**src/rtl/serial_adder.sv**
```systemverilog
`default_nettype none
// =============================================================================
// Module   : serial_adder
// Purpose  : Bit-serial WIDTH-bit adder, one full-adder cell plus carry flop,
//            LSB first, one bit per clock, one-cycle done pulse.
// Revision : 1.0 - initial release
// =============================================================================
module serial_adder #(
   parameter int WIDTH = 8
) (
   input  logic             clk,
   input  logic             rst_n,
   input  logic             start,
   input  logic [WIDTH-1:0] A,
   input  logic [WIDTH-1:0] B,
   input  logic             Cin,
   output logic             busy,
   output logic             done,
   output logic [WIDTH-1:0] S,
   output logic             Cout
);

   localparam int CNT_W = $clog2(WIDTH + 1);

   localparam logic [1:0] c_idle  = 2'd0;
   localparam logic [1:0] c_shift = 2'd1;
   localparam logic [1:0] c_done  = 2'd2;

   localparam logic [CNT_W-1:0] c_last = CNT_W'(WIDTH - 1);
   localparam logic [CNT_W-1:0] c_one  = CNT_W'(1);

   logic [1:0]       r_state;
   logic [WIDTH-1:0] r_a;
   logic [WIDTH-1:0] r_b;
   logic             r_carry;
   logic [WIDTH-1:0] r_res;
   logic [CNT_W-1:0] r_cnt;

   logic             w_sum;
   logic             w_carry_next;
   logic [WIDTH-1:0] w_res_shift;

   // Full-adder bit cell fed from the LSBs of the operand shift registers.
   assign w_sum        = r_a[0] ^ r_b[0] ^ r_carry;
   assign w_carry_next = (r_a[0] & r_b[0]) | (r_a[0] & r_carry) | (r_b[0] & r_carry);

   generate
      if (WIDTH == 1) begin : g_single_bit
         assign w_res_shift = w_sum;
      end else begin : g_multi_bit
         assign w_res_shift = {w_sum, r_res[WIDTH-1:1]};
      end
   endgenerate

   always_ff @(posedge clk or negedge rst_n) begin
      if (!rst_n) begin
         r_state <= c_idle;
         r_a     <= '0;
         r_b     <= '0;
         r_carry <= 1'b0;
         r_res   <= '0;
         r_cnt   <= '0;
      end else begin
         case (r_state)
            c_idle, c_done: begin
               // DONE shares the accept path so back-to-back starts lose no cycle.
               if (start) begin
                  r_a     <= A;
                  r_b     <= B;
                  r_carry <= Cin;
                  r_res   <= '0;
                  r_cnt   <= '0;
                  r_state <= c_shift;
               end else begin
                  r_state <= c_idle;
               end
            end
            c_shift: begin
               r_carry <= w_carry_next;
               r_res   <= w_res_shift;
               r_a     <= r_a >> 1;
               r_b     <= r_b >> 1;
               r_cnt   <= r_cnt + c_one;
               if (r_cnt == c_last) begin
                  r_state <= c_done;
               end
            end
            default: begin
               r_state <= c_idle;
            end
         endcase
      end
   end

   assign busy = (r_state == c_shift);
   assign done = (r_state == c_done);
   assign S    = r_res;
   assign Cout = r_carry;

endmodule
`default_nettype wire

```
**config.mk**
```make
export PLATFORM = sky130hd
export DESIGN_NAME = serial_adder
export DESIGN_NICKNAME = d
export VERILOG_FILES = /design/src/rtl/serial_adder.sv
export SDC_FILE = /design/constraint.sdc
export NUM_CORES = 1
export LEC_CHECK = 0
export CAP_MARGIN = 20
export CORE_MARGIN = 5
export CORE_UTILIZATION = 45
export CTS_BUF_LIST = sky130_fd_sc_hd__clkbuf_8
export DETAILED_ROUTE_END_ITERATION = 8
export HOLD_SLACK_MARGIN = 0.12
export PLACE_DENSITY = 0.76
export SYNTH_ARGS = -nofsm -noshare
export SYNTH_HDL_FRONTEND = slang
export SYNTH_SLANG_ARGS = --single-unit
```
**constraint.sdc**
```tcl
create_clock -name clk -period 1.32 [get_ports clk]
set_clock_uncertainty 0.2 [all_clocks]
set_input_delay 0.198 -clock clk [delete_from_list [all_inputs] [get_ports clk]]
set_output_delay 0.198 -clock clk [all_outputs]
set_load 0.1 [all_outputs]
```
Word-level counts from Yosys, hierarchy flattened:

Cells that the tools add are included.

* eq/ne operators: 5
* bitwise logic cells: 7
* $add $sub $neg: 1
* multiplexer cells: 13
* reductions and logical operators: 4

Operators by type and width (number)
* $pmux 8 s2: 3
* $mux 8: 3
* $pmux 4 s2: 1
* $add 4x1->4 const B: 1
* $eq 4x3->1 const B: 1
* $mux 4: 1
* $pmux 2 s2: 1
* $and 1x1->1: 3
* $eq 2x1->1 const B: 1
* $eq 2x2->1 const B: 1
* $logic_not 2->1: 1
* $mux 1: 2
* $mux 2: 1
* $ne 2x1->1 const B: 1
* $ne 2x2->1 const B: 1
* $or 1x1->1: 2
* $pmux 1 s2: 1
* $reduce_and 2->1: 1
* $reduce_bool 2->1: 1
* $reduce_or 2->1: 1
* $xor 1x1->1: 2

* logic and storage cells: 36
* bits in registers: 31
* input bits: 20

Longest topological paths before layout:

* depth in word-level cells: 4
* depth in mapped cells: 7
* mapped depth without buffers: 4

Worst setup path after synthesis:

Ideal clock, no wire load.

* kind: register to output
* start: register r_state[0]
* end: output port done
* buffers on the path: 0
* stages on the path, launching flop included: 2
* setup slack: -0.805 ns
* arrival time: 1.727 ns
* cell sequence: dfrtp_1 > nor2b_1

* cells in the longest elaborated chain, start to end: 1

RTL lines
* start: declaration: RTL line 32 `logic [1:0] r_state;`
* start signal: assignment: RTL line 57 `r_state <= c_idle;`
* start signal: assignment: RTL line 73 `r_state <= c_shift;`
* start signal: assignment: RTL line 75 `r_state <= c_idle;`
* $eq 2x2->1: RTL line 96 `assign done = (r_state == c_done);`
* end: declaration: RTL line 18 `output logic done,`

Every way passes these cells.

Worst setup path after layout:

Ends and elaborated chain as after synthesis.

==> reports/results.ini <==
[outcome]
run_status=finished, violations left
failed_checks=negative setup slack

[die]
fp-row-count=20
pin_count=31
start_util=0.459
die_width_um=65.1
die_h_um=65.1
core_area_sq_um=2980
die_area_sq_um=4240

[drt]
wire_per_inst_um=18.6
drt_pass1_iterations=4
drt-initial-drc-count=71
avgViaCountPerCell=5.75
postRouteWirelength_um=3800
num_vias=1172
drc_errors=0
postRouteAntennaNets=0

[grt]
gr-usage-met1=0.246
grt_max_degree=32
grt_first_pass_wirelength_um=6480
busiest_layer=met2
gr-usage-met3=0.0667
grt_antenna_before_repair=0
grt_pass1_vias=1297
use_met2=0.349
grt-ovfl-total=0
grt_usage=0.207

[sta]
setup_ws_ps=-271
tightestPinTransition_ps=173
rsz0062_at_grt=true
setup_viol=33
slew_violations=0
hold_slack_ps=317
period_share=1.21
min_period_ps=1590
fmax_ghz=0.628
slew_headroom=0.883
tns_ps=-4850
hold_viol=0

[place]
finalWeightedCongestion=0.766
port_buffers=30
post_dp_cell_area_sq_um=1920
dp_hpwl_um=2150

[final_layout]
area_growth_pct=68.2
fin_util=0.772
stdcell_area_sq_um=2300
nFillCells=188
drive_above_1_share=0.444
num_antenna_cells=0
final_nets=193

[synth]
synthArstFlopShare=1.00
ys_warn_count=0
seq_area_frac_synth=0.567
synth_top_cells_by_area=dfrtp_1 (57%), a22o_1 (7.0%), a22oi_2 (6.4%)
syn_area_per_cell_sq_um=11.8
synth_top_flop_cell=dfrtp_1
synth_area_leader_cell=dfrtp_1
yosysMostFrequentCell=dfrtp_1
synth_common_cells=dfrtp_1 (31), nand2_1 (15), nand3_1 (12)
yosysTopAreaCellShare=0.567
ys_seq_elements=31
synth_cell_type_count=24
syn-cell-area_sq_um=1370
synth_edf_count=0
syn-num-nets=138
netlist_instances=116

[power_and_ir_drop]
switchingPower_w=0.00281
p_sw_frac=0.429
p_int_w=0.00374
combPwrFrac=0.615
power_density_nw_per_um2=2850
ir_drop_mv=1.55
power_w=0.00655
clockPowerShare=0.116
sequentialPowerShare=0.269
power_leakage_nw=1.04

[setup_path]
critPathKind=flip-flop to output pin
worstPathArrival_ps=1190
cp.required_ps=920
path_max_fanout=3
crit_path_end_kind=output pin
start_kind=flip-flop

[clock_tree]
cts-root-buf=clkbuf_8
clk_pin_slew_worst_paths_ps=70
cts-htree-levels=2
clkLatencyLatePin_ps=290
numCtsBuffers=5
cts_sinks=31
cts_tree=yes
clockBufferDepth=2

[worst_hold_path]
hp-class=flip-flop to flip-flop

[flow_run]
cap_violations=0

-- flip-flops by register name, indices dropped and copies added, names as in the netlist --
name / cells
r_cnt: 4
r_state: 2
S: 8
r_a: 8
Cout: 1
r_b: 8
-- kinds of logic (layout without fill, tap and decap cells) --
group	after synthesis	count (layout)	share of synthesized area
and+or+nand+nor	38	38	0.129
DFF	31	31	0.567
AOI/OAI and AO/OA	27	27	0.187
buffers and inverters	13	68	0.0576
muxes	4	4	0.0293
adders and majority gates	2	2	0.0238
xor gates and xnor gates	1	1	0.00641
-- metrics by stage --
stage,setup slack (ps),cells
2_1_floorplan,-183,116
3_3_place_gp,-467,181
3_5_place_dp,-562,181
4_1_cts,-245,204
5_1_grt,-295,204
6_report,-271,204
-- what timing repair did --
item / 4_1_cts / 5_1_grt
hold buffers: 1 / 0
setup buffers: 12 / 2
endpoints found under the hold margin: 31 / 0
pin swaps: 10 / 5
endpoints found under the setup margin: 32 / 36
gates cloned: 3 / 0
resized for setup: 23 / 8
-- power by group through the flow --
stage | sequential [W] | clock [W] | combinational, W
floorplan | 0.00240 | 0 | 0.00150
global placement | 0.00172 | 0 | 0.00301
detailed placement | 0.00174 | 0 | 0.00311
CTS | 0.00173 | 0.000761 | 0.00394
global route | 0.00180 | 0.000810 | 0.00425
finish | 0.00176 | 0.000761 | 0.00403
-- placed cells by master (no fill, tap or decap), types with 2 or more instances in the layout --
| master | instances |
|---|---|
| dfrtp_1 | 21 |
| dfrtp_2 | 9 |
| a221o_1 | 2 |
| buf_12 | 15 |
| buf_6 | 9 |
| buf_8 | 4 |
| nand2_1 | 15 |
| buf_4 | 7 |
| a22o_1 | 11 |
| clkbuf_8 | 6 |
| a22oi_2 | 12 |
| nand3_1 | 12 |
| inv_1 | 2 |
| nor3_1 | 2 |
| nor2b_4 | 2 |
| clkdlybuf4s50_1 | 19 |
| mux2i_1 | 3 |
-- worst max-delay path: stages, from the launching register on --
cell and delay [ps]:
dfrtp_2 450, buf_6 140, nor2b_4 130, buf_12 180
-- area by class of cell --
type / instances / area (sq um) / area share
clock buffer: 6 / 82.6 / 0.0359
clock inverter: 1 / 5.00 / 0.00218
inverter: 4 / 17.5 / 0.00762
multi-input combinational: 72 / 588 / 0.256
sequential: 31 / 791 / 0.344
tap: 33 / 41.3 / 0.0180
timing repair buffer: 57 / 774 / 0.337
-- layer usage --
| layer | wire length (um) | share of wire |
|---|---|---|
| met1 | 1490 | 0.39 |
| met2 | 1930 | 0.51 |
| met3 | 244 | 0.064 |
| met4 | 142 | 0.037 |
| met5 | 0 | 0 |
-- worst paths after layout --
check | start | end | slack, ps | cells past startpoint
max reg2reg | r_state[0]$_DFFE_PN0P_ | r_b[0]$_DFFE_PN0P_ | -220 | 5
max | r_state[0]$_DFFE_PN0P_ | done | -270 | 3
min in group asynchronous | rst_n | r_a[3]$_DFFE_PN0P_ | 620 | 3
min | r_b[4]$_DFFE_PN0P_ | r_b[3]$_DFFE_PN0P_ | 320 | 2
min reg2reg | r_b[4]$_DFFE_PN0P_ | r_b[3]$_DFFE_PN0P_ | 320 | 2
max in group asynchronous | rst_n | Cout$_DFFE_PN0P_ | 100 | 3
Power figures use the tool's default switching activity.
==> variant 1, RTL diff (same settings) <==
Register the outputs `busy` and `done`, cleared by the reset; this adds one clock of latency there. The other outputs are not delayed to match. Comments in the files are not updated.
--- a/src/rtl/serial_adder.sv
+++ b/src/rtl/serial_adder.sv
@@ -93,6 +93,13 @@
    end
 
-   assign busy = (r_state == c_shift);
-   assign done = (r_state == c_done);
+   always_ff @(posedge clk or negedge rst_n) begin
+      if (!rst_n) begin
+         busy <= '0;
+         done <= '0;
+      end else begin
+         busy <= (r_state == c_shift);
+         done <= (r_state == c_done);
+      end
+   end
    assign S    = r_res;
    assign Cout = r_carry;
Formal check against the unedited RTL: not equivalent (a bounded check fails within 4 cycles, from zero or initial values and one cycle with rst_n low).
==> variant 1 against the original RTL <==
The run still ends with negative setup slack left. Area after synthesis increased by 3.7%. Routed wire length decreased by 0.95%. Setup slack improved by 0.13 ns. Power decreased by 2.0%. Clock power increased by 11%. First-iteration DRC count decreased by 5.6%. Sequential cell count increased by 2. Final area increased by 0.71%. Highest routed layer unchanged.
==> variant 1: results (changes against the original RTL) <==
{| class="wikitable"
! Metric !! Value
|-
| Result of the run || finished, violations left
|-
| Violated checks || negative setup slack
|-
| Final-layout clock buffer total || 7 (+1)
|-
| Internal reg-to-reg setup slack || -0.13 ns (+0.09 ns)
|-
| Wire length on met3 || 211 um (-14%)
|-
| Post-synthesis to final-layout area growth || 63.37%
|-
| Non-clk bufs || 52 (-8.8%)
|-
| Number of DRC violations after detailed-routing iteration 0 || 67 (-5.6%)
|-
| Crit path largest cell delay || 0.49 ns (+0.04 ns)
|-
| End point of the critical path || Cout
|-
| Final critical-path setup slack || -0.1436 ns (+0.1277 ns)
|-
| Final core occ || 76.49% (-0.74 points)
|-
| Non-filler cells in the finished layout || 213 (+4.4%)
|-
| Ranking of synthesized cells by instance count || dfrtp_1 (33), nand2_1 (15), nand3_1 (12)
|-
| Internal power contribution || 3.655 mW (-2.3%)
|-
| Hold Startpoint || start
|-
| Share of cells above drive strength 1 || 42.60% (-1.8 points)
|-
| Sink Count || 33 (+6.5%)
|-
| Metal1 wirelength || 1.531 mm (+3.0%)
|-
| Routed wire length on met2 || 1.973 mm (+2.4%)
|-
| Worst slack at placement || -0.5408 ns (+0.02078 ns)
|-
| Half-perimeter wire length after detailed placement || 2.170 mm (+1.0%)
|-
| Pin count of the biggest net entering global routing || 34 (+6.3%)
|-
| Area taken by multi-input logic gates || 596.8 um^2 (+1.5%)
|-
| Wire length of the first global-routing pass || 5.368 mm (-17%)
|-
| Final setup violation count || 27 (-18%)
|}
==> variant 1: logic make-up (layout without fill, tap and decap cells) <==
| group | after synthesis | count (layout) | synth area share (%) |
|---|---|---|---|
| adder cells (fa/ha/maj) | 2 | 2 | 2.295 |
| buffers and inverters | 13 | 64 | 5.560 |
| AO/OA/AOI/OAI | 27 | 27 | 18.00 |
| flip-flops | 33 | 33 | 58.25 |
| multiplexers | 4 | 4 | 2.824 |
| XOR/XNOR | 1 | 1 | 0.6179 |
| AND/OR/NAND/NOR | 38 | 38 | 12.44 |
==> variant 1: repair_timing <==
action | CTS | global route
buffers inserted | 5 | 6
gates cloned | 0 | 3
pin swaps | 1 | 9
setup endpoints to repair | 28 | 33
hold endpoints to repair | 33 | 0
gates resized for setup | 9 | 17
hold buffers | 1 | 0
==> variant 1: worst register-to-register path, stage by stage (launching register included) <==
cell       delay, ns
dfrtp_2         0.42
nor2b_4         0.07
buf_4           0.14
clkbuf_16       0.14
buf_4           0.13
a22oi_2         0.11
nand2_1         0.10
==> variant 2, RTL diff (config.mk and constraints unchanged) <==
Without the edit above. Set the parameter `WIDTH` to 32 (it was 8).
--- a/src/rtl/serial_adder.sv
+++ b/src/rtl/serial_adder.sv
@@ -7,5 +7,5 @@
 // =============================================================================
 module serial_adder #(
-   parameter int WIDTH = 8
+   parameter int WIDTH = 32
 ) (
    input  logic             clk,
Ports: changed (resized A, B and S); port bits go from 31 to 103. No check against the original RTL was run, so the function may have changed too.
==> variant 2 against the original RTL <==
The flow still finishes with violations (negative setup slack). Fmax is 7.9% lower. Final area grew to 3.4 times the old value. Power grew to 3.2 times the old value. Area after synthesis grew to 3.3 times the old value. Combinational power grew to 3.1 times the old value. Sequential cell count is 74 higher. Routed wire length grew to 4.2 times the old value. Setup slack worse by 0.14 ns. Critical endpoint is now Cout.
==> variant 2: results (changes against the original RTL) <==
{| class="wikitable"
! Metric !! Value
|-
| Result of the run || finished, violations left
|-
| Violated checks || negative setup slack
|-
| Leak Pwr || 3.430 nW (+230%)
|-
| Later-pin clock latency in the skew report || 0.40 ns (+0.11 ns)
|-
| Share of cells above drive strength 1 || 46.38% (+1.9 points)
|-
| Final-stage net count || 645 (+230%)
|-
| Slew margin rel. || 78.34% (-9.9 points)
|-
| Compound-gate portion of the synthesized area || 19.31% (+0.65 points)
|-
| Total wirelength of the detailed-routed design || 15.78 mm (+320%)
|-
| Final critical-path setup slack || -0.4083 ns (-0.1370 ns)
|-
| Maximum vdd ir drop || 1.778 mV (+15%)
|-
| Vias in the first global route || 4324 (+230%)
|-
| Worst slack at placement || -0.4487 ns (+0.1129 ns)
|-
| Total vias in the final route || 4194 (+260%)
|-
| Final setup violation count || 140 (+320%)
|-
| Count of buffers from port buffering || 102 (+240%)
|-
| Final weighted congestion of routability-driven global placement || 0.7902 (+3.2%)
|-
| Endpoint of the worst-slack reg-to-reg timing path || Cout
|-
| Wire length of the first global-routing pass || 22.23 mm (+240%)
|-
| Fill cell count || 563 (+200%)
|-
| Half-perimeter wire length after detailed placement || 7.711 mm (+260%)
|-
| Critical path peak fanout || 9 (+6)
|-
| Sequential share of the synthesized area || 58.53% (+1.8 points)
|-
| Post-synthesis share of cell area spent on full adders, half adders and majority gates || 0.7246% (-1.7 points)
|-
| Fraction of synthesized cell area in xor and xnor cells || 0.3902% (-0.25 points)
|-
| Placement-stage cell area || 6514 um^2 (+240%)
|-
| Area contributors post-synth || dfrtp_1 (59%), a22oi_1 (8.4%), a22o_1 (7.0%), nand3_1 (6.9%), nand2_1 (5.3%)
|-
| Ranking of synthesized cells by instance count || dfrtp_1 (105), nand2_1 (63), nand3_1 (62)
|-
| Number of clock buffers inserted by TritonCTS || 9 (+4)
|-
| Clk slew on worst S/H paths || 0.14 ns (+0.07 ns)
|}
variant 2: metal layers:
layer  vias up  part of all wire (%)  track usage [%]
met2       181                    54            40.94
met1      2172                    39            30.71
li1       1809                     -                -
met5         -                     0                0
met3        32                   5.4            4.052
met4         0                   2.4            6.857
variant 2: through the flow:
step / power (mW) / utilization, % / std cells
after floorplan: 12.62 / - / 392
after global placement: 15.85 / 66.64 / 624
after detailed placement: 16.17 / 66.64 / 624
after CTS: 19.61 / 75.81 / 697
after global routing: 21.64 / 79.12 / 713
final: 20.79 / 79.12 / 713
variant 2: cells by family after synthesis:
group,count (synthesis)
AOI/OAI and AO/OA,102
xor gates and xnor gates,2
adders and majority gates,2
buffers and inverters,40
DFF,105
muxes,4
and+or+nand+nor,137
variant 2: worst register-to-register path, stage by stage (launching register included):
cell and delay [ns]:
dfrtp_2 0.46, buf_6 0.14, nor2b_4 0.20, buf_12 0.20
mux2i_2 0.28, mux2i_1 0.12
variant 2: timing repair:
action | CTS | global route
hold buffers | 2 | 1
setup buffers | 47 | 12
gates cloned | 8 | 6
pin swaps | 1 | 28
setup endpoints to repair | 138 | 146
resized for setup | 18 | 26
endpoints found under the hold margin | 105 | 6
variant 2: area by class of cell:
cell class              instances  area, um^2  share of cell area [%]
inverters                       4       22.52                  0.2912
well taps                     133       166.4                   2.152
repair buffers                205        2668                   34.49
multi-input cells             250        1994                   25.79
clock inverters                 7       87.58                   1.133
flip-flops and latches        105        2671                   34.54
clock buffers                   9       123.9                   1.602
variant 2: report_power, final:
group          switching, mW  leakage [nW]  internal (mW)
Combinational           6.77          2.05           5.77
Sequential              1.31          1.28           4.73
Clock                   1.29         0.101          0.922
Total                   9.37          3.43           11.4
